--- src/rtl/cpu_pkg.sv ---
// cpu_pkg: shared register-file widths and the register address type
package cpu_pkg;
  localparam int ADDR_W = 4;
  localparam int DATA_W = 16;
  typedef logic [ADDR_W-1:0] reg_addr_t;
endpackage

--- src/rtl/regfile_scoreboard.sv ---
// regfile_scoreboard: busy bit per register (set by reserve, cleared by write, flush or rst); ports clk, rst, rsv_en, rsv_addr, flush, wen, waddr -> busy
module regfile_scoreboard #(
  parameter int ADDR_W = cpu_pkg::ADDR_W,
  parameter int NW = 1
) (
  input  logic                   clk,
  input  logic                   rst,
  input  logic                   rsv_en,
  input  logic [ADDR_W-1:0]      rsv_addr,
  input  logic                   flush,
  input  logic [NW-1:0]          wen,
  input  logic [NW*ADDR_W-1:0]   waddr,
  output logic [2**ADDR_W-1:0]   busy
);
  localparam int N = 2**ADDR_W;
  logic [N-1:0] clr, nxt;
  always_comb begin
    clr = '0;
    for (int p = 0; p < NW; p++)
      if (wen[p]) clr[waddr[p*ADDR_W +: ADDR_W]] = 1'b1;
    // reserve is applied last so a new producer beats both write-clear and flush
    nxt = (flush ? '0 : busy & ~clr) | (rsv_en ? {{(N-1){1'b0}}, 1'b1} << rsv_addr : '0);
    nxt[0] = 1'b0;
  end
  always_ff @(posedge clk)
    if (rst) busy <= '0;
    else busy <= nxt;
endmodule

--- src/rtl/regfile_mp.sv ---
// regfile_mp: multi-port register file (r0 hardwired zero) with busy scoreboard; ports clk, rst, wen/waddr/wdata, raddr/rdata, rsv_en/rsv_addr, flush, busy; REGFILE_BYPASS_EN adds same-cycle write-to-read bypass
module regfile_mp #(
  parameter int ADDR_W = cpu_pkg::ADDR_W,
  parameter int DATA_W = cpu_pkg::DATA_W,
  parameter int NR = 2,
  parameter int NW = 1
) (
  input  logic                 clk,
  input  logic                 rst,
  input  logic [NW-1:0]        wen,
  input  logic [NW*ADDR_W-1:0] waddr,
  input  logic [NW*DATA_W-1:0] wdata,
  input  logic [NR*ADDR_W-1:0] raddr,
  output logic [NR*DATA_W-1:0] rdata,
  input  logic                 rsv_en,
  input  logic [ADDR_W-1:0]    rsv_addr,
  input  logic                 flush,
  output logic [2**ADDR_W-1:0] busy
);
  localparam int N = 2**ADDR_W;
  logic [DATA_W-1:0] mem [N];
  // later ports are assigned last, so the highest-index port wins a collision
  always_ff @(posedge clk)
    if (rst) for (int k = 0; k < N; k++) mem[k] <= '0;
    else for (int p = 0; p < NW; p++)
      if (wen[p] && waddr[p*ADDR_W +: ADDR_W] != '0)
        mem[waddr[p*ADDR_W +: ADDR_W]] <= wdata[p*DATA_W +: DATA_W];
  for (genvar i = 0; i < NR; i++) begin : g_rd
    logic [ADDR_W-1:0] a;
    logic [DATA_W-1:0] v;
    assign a = raddr[i*ADDR_W +: ADDR_W];
    always_comb begin
      v = mem[a];
`ifdef REGFILE_BYPASS_EN
      for (int p = 0; p < NW; p++)
        if (!rst && wen[p] && waddr[p*ADDR_W +: ADDR_W] == a) v = wdata[p*DATA_W +: DATA_W];
`endif
    end
    assign rdata[i*DATA_W +: DATA_W] = a == '0 ? '0 : v;
  end
  regfile_scoreboard #(.ADDR_W(ADDR_W), .NW(NW)) u_sb (
    .clk(clk), .rst(rst), .rsv_en(rsv_en), .rsv_addr(rsv_addr), .flush(flush),
    .wen(wen), .waddr(waddr), .busy(busy)
  );
endmodule

--- config.mk ---
export PLATFORM = sky130hd
export DESIGN_NAME = regfile_mp
export DESIGN_NICKNAME = d
export VERILOG_FILES = /design/src/rtl/cpu_pkg.sv /design/src/rtl/regfile_scoreboard.sv /design/src/rtl/regfile_mp.sv
export SDC_FILE = /design/constraint.sdc
export NUM_CORES = 1
export LEC_CHECK = 0
export ABC_CLOCK_PERIOD_IN_PS = 1800
export CELL_PAD_IN_SITES_DETAIL_PLACEMENT = 0
export CELL_PAD_IN_SITES_GLOBAL_PLACEMENT = 1
export CORE_ASPECT_RATIO = 0.75
export CORE_MARGIN = 2
export CORE_UTILIZATION = 45
export CTS_CLUSTER_DIAMETER = 80
export CTS_CLUSTER_SIZE = 40
export DETAILED_ROUTE_END_ITERATION = 7
export PLACE_DENSITY = 0.78
export SLEW_MARGIN = 20
export SYNTH_ARGS = -nofsm -noshare
export SYNTH_HDL_FRONTEND = slang
export SYNTH_SLANG_ARGS = --single-unit
--- constraint.sdc ---
create_clock -name clk -period 1.8 [get_ports clk]
set_input_delay 0.27 -clock clk [delete_from_list [all_inputs] [get_ports clk]]
set_output_delay 0.27 -clock clk [all_outputs]
set_load 0.005 [all_outputs]
==> After elaboration in Yosys (flattened, before gate mapping) <==
Memories as Yosys holds them, arrays and structs flattened.
Index checks and enable logic that the tools add are counted.
W data, S select, Z words.
{ "totals": {"word_cells": 30, "mem_count": 1, "romBits": 0, "reg_bits": 16, "latch_bits": 0, "input_bits": 37, "output_inout_bits": 48, "ramBits": 256} }
{ "op_classes": {"n_mux": 15, "n_shift": 1, "n_reduce_logical": 6, "n_eq_ne": 0, "div_mod_pow": 0, "bitwise_logic": 3, "multipliers": 0, "n_lt_le_gt_ge": 2, "n_addsub": 0} }
{ "memory_table": {"columns": ["name", "words", "width", "read_ports", "rd_ports_with_merged_regs", "wr", "line_no", "rtl"], "rows": [
  ["mem", 16, 16, 2, 0, 16, "regfile_mp.sv:21", "logic [DATA_W-1:0] mem [N];"]
]} }
{ "ops": {"columns": ["operator", "n"], "rows": [
  ["$mux W16", 6],
  ["$and A16 B16 Y16", 1],
  ["$not A16 Y16", 1],
  ["$or A16 B16 Y16", 1],
  ["$reduce_or A16 Y1", 1],
  ["$shl A1 B4 Y16 const A", 1],
  ["$logic_not A4 Y1", 2],
  ["$mux W1", 7],
  ["$lt A4 B5 Y1 const B", 1],
  ["$demux W1 S4", 1],
  ["$ge A4 B1 Y1 const B", 1],
  ["$mux W4", 1],
  ["$reduce_bool A4 Y1", 1],
  ["$logic_and A1 B1 Y1", 2]
]} }

==> Logic depth before layout (Yosys ltp) <==
{ "logic_depth": {"depth_word": 9, "depth_mapped": 7, "depth_no_buf": 4} }

==> Cells and area by module <==
From an unflattened synthesis, not the netlist that was laid out.
{ "hier_totals": {"hier_cells": 998, "area_unflattened_um2": 13782.0} }
{ "by_module_without_submodules": {"columns": ["module", "instances", "area_each_um2", "seq_area_each_um2", "cells_each"], "rows": [
  ["regfile_mp", 1, 13117.6, 7236.9, 932],
  ["regfile_scoreboard", 1, 664.4, 300.3, 66]
]} }

==> Worst setup path after synthesis <==
No wires, ideal clock.
{ "synth_timing": {"path_kind": "in2reg", "from": "input port waddr[3]", "to": "memory mem[4][0] (enable)", "slack_ns": 0.135, "cell_stages": 5, "path_buffers": 2, "setup_time_ns": 0.375, "t_arrival_ns": 1.290, "required_time_ns": 1.425, "cell_sequence": "buf_2 > nand2b_1 > buf_2 > nand2b_1 > nand2b_1"} }
{ "synth_lines": {"columns": ["item", "line_no", "rtl"], "rows": [
  ["from (decl)", "regfile_mp.sv:11", "input logic [NW*ADDR_W-1:0] waddr,"],
  ["to (decl)", "regfile_mp.sv:21", null]
]} }

==> out/results.tsv <==
stage	metric	value	unit
clocking	worst skew pair latency	510	ps
logic_synthesis	Synth Area per Inst	14.1	µm²
logic_synthesis	post-synthesis cell count	979	
power	sequential fraction of design power	52.2	%
logic_synthesis	Mapped Area	13800	µm²
global_route	grt total ovfl	0	
worst_setup_path	worst path required time	1530	ps
worst_setup_path	crit path cell chain	mux2_4, a221oi_4, a221oi_4, o221a_1, buf_2	
detailed_routing	wire length per cell	26.9	µm
layout	Final Core Density	57.9	%
sta	fmax	443	MHz
floorplan	Initial Util	45.6	%
clocking	H-tree level count	1	
logic_synthesis	synthesis warning total	0	
detailed_routing	Post-DRT Antenna Nets	0	
sta	crit share post-route	125	%
logic_synthesis	Seq/Total Area, Yosys	54.6	%
sta	final hold viol count	0	
global_route	first-pass GRT wire length	63800	µm
sta	min Tclk post-route	2260	ps
layout	layout cells sized above 1	38.4	%
global_route	Overall Global Routing Usage	27.5	%
clocking	Clock Path Buffers	3	
logic_synthesis	Synth Register Bits	255	
clocking	clk sink count	255	
detailed_routing	drt total wl	43200	µm
power	Internal Pwr Total	0.00971	W
power	Net Sw Frac	27.5	%
worst_hold_path	hold path cells	2	
floorplan	die width	206	µm
placed_design	dpl ws	-1180	ps
worst_hold_path	Hold/Removal Path Class	flip-flop to flip-flop	
logic_synthesis	EDFF count, synth	240	
clocking	Num CTS Buffers	14	
sta	PnR worst setup slack	-457	ps
outcome	outcome	complete, but fails checks	
global_route	vias in the first global route	9669	
worst_setup_path	Critical Path AT	1990	ps
placed_design	Buffers on Ports	83	
global_route	largest net degree at the start of global routing	38	
layout	Area Growth Syn to Fin	26.9	%
logic_synthesis	Post-synth ARST share	0	%
global_route	initial antenna violation count	2	
placed_design	gp weighted congestion	0.888	
detailed_routing	Initial DRC Count	1039	
worst_setup_path	CP max stage delay	450	ps
floorplan	Chip Height	155	µm
worst_setup_path	R2R cell count	2	
sta	Slew @ Worst Pin	750	ps
power	clock power share	29.5	%
detailed_routing	total number of vias	9626	
floorplan	row count	55	
placed_design	Cells after DPL	1560	
floorplan	boundary pin count	85	
detailed_routing	Detailed Routing Iterations Pass 1	5	
sta	Final Skew	0	ps
power	PD cells	767	nW/µm²
clocking	CTS root buffer	clkbuf_16	
detailed_routing	DR DRC count	0	
worst_setup_path	CP dominant cell by count	a221oi_4	
sta	Setup violations, final	32	
clocking	CTS tree	yes	
layout	post-layout instance area	17500	µm²
placed_design	post-DP HPWL	30100	µm
clocking	hold buffer count at cts	0	
layout	nets	1232	
layout	final cell count without fillers	1603	
floorplan	die area	32000	µm²
sta	Hold WS	503	ps
power	Leakage	6.49	nW
logic_synthesis	Synth cell types	46	
sta	Slew Limit Fails	0	
worst_setup_path	Worst Path Max Fanout	2	
sta	RSZ-0062 raised after global routing	yes	
worst_setup_path	crit path max-delay cell type	edfxtp_1	
worst_setup_path	CP endpoint kind	primary output	
outcome	violated checks	setup timing	
power	Logic pwr share	18.3	%
power	switching pwr	0.00369	W
detailed_routing	vias per cell	6.00	
floorplan	core footprint	30100	µm²
power	Max VDD drop	0.000510	V
logic_synthesis	Synthesized Nets	1016	
worst_setup_path	Worst Setup Start Kind	flip-flop	
placed_design	dpl cell area	16300	µm²
logic_synthesis	Most used DFF post-synth	edfxtp_1	
job	max-cap check violation count	0	
clocking	clock slew at reported path FFs	120	ps
sta	slew margin rel.	49.9	%
worst_setup_path	CP Class	flip-flop to primary output	
worst max-delay path: cells and delay by family, from the launching register on:
family | cells | cell delay, ps
buf+inv | 1 | 140
flops | 1 | 450
mux | 1 | 300
compound gates | 3 | 570
repair_timing:
| action | in CTS | in global routing |
|---|---|---|
| pin swaps | 35 | 18 |
| setup endpoints to repair | 49 | 48 |
| buffers inserted | 31 | 2 |
| gates resized for setup | 238 | 16 |
sequential cells by signal, summed over array words and instances, names as in the netlist:
name,cells
mem,240
u_sb.busy,15
routing by layer:
metal  part of all wire [%]  global-route usage, %
met1                     43                   40.7
met2                     44                   40.0
met3                     11                   7.65
met4                    2.0                   6.73
met5                      0                      0
layout make-up:
class / instances / area (µm²)
clock inverter: 9 / 146
fill: 2378 / 12700
multi-input combinational: 634 / 6360
tap: 399 / 499
antenna: 1 / 2.50
sequential: 255 / 7510
clock buffer: 15 / 375
timing repair buffer: 288 / 2570
inverter: 2 / 7.51
cells in the final DEF (no fill, tap or decap), drive strengths merged, types with 2 or more instances in the layout:
cell	instances
and2	241
buf	241
edfxtp	240
mux2i	72
mux4	67
clkdlybuf4s50	43
a221oi	40
mux2	31
a21oi	30
nor2	25
o221a	19
nand2	15
clkbuf	15
dfxtp	15
nand2b	14
or2	11
a22oi	10
a221o	10
o211ai	9
nand3	9
inv	7
a32oi	6
nor3b	5
nor3	4
nor2b	4
dlygate4sd2	3
and2b	3
clkinv	3
and3b	2
cells in the mapped netlist (10+ instances only):
library cell	n	area, µm²
nand2b_1	14	87.6
a21oi_1	30	150
a22oi_1	10	75.1
a221oi_1	40	350
nor2_1	14	52.6
nor2_2	11	68.8
a221o_1	10	100
dfxtp_1	15	300
nand2_1	15	56.3
o221a_1	19	214
clkbuf_1	35	131
buf_2	21	105
and2_1	241	1510
or2_2	10	62.6
buf_6	11	124
mux2_2	21	236
mux4_2	67	1510
edfxtp_1	240	7210
mux2i_1	72	721
cells by family (layout without fill, tap and decap cells):
group / after synthesis / in the layout / share of synthesized area (%)
DFF: 255 / 255 / 54.6
muxes: 170 / 170 / 19.0
buffers and inverters: 90 / 314 / 4.05
other: 1 / 2 / 0.0273
and+or+nand+nor: 336 / 336 / 14.9
AOI/OAI and AO/OA: 127 / 127 / 7.47
worst paths after layout:
check | start | endpoint | slack, ps
worst max-delay path | mem[2][9] | rdata[25] | -460
worst min-delay path | u_sb.busy[9] | u_sb.busy[9] | 500
worst max register to register | u_sb.busy[3] | u_sb.busy[3] | 1110
worst min register to register | u_sb.busy[9] | u_sb.busy[9] | 500
power groups by stage:
stage,combinational [W],clock (W),sequential (W)
floorplan,0.00111,0,0.00704
global placement,0.00222,0,0.00710
detailed placement,0.00223,0,0.00712
CTS,0.00238,0.00399,0.00698
global route,0.00256,0.00418,0.00703
finish,0.00245,0.00396,0.00699
through the flow:
step | setup TNS (ps) | total power, W
final | -12460 | 0.0134
after global routing | -14090 | 0.0138
after CTS | -12290 | 0.0134
after detailed placement | -167750 | 0.00935
after global placement | -153100 | 0.00933
after floorplan | 0 | 0.00815
Power figures use the tool's default switching activity.
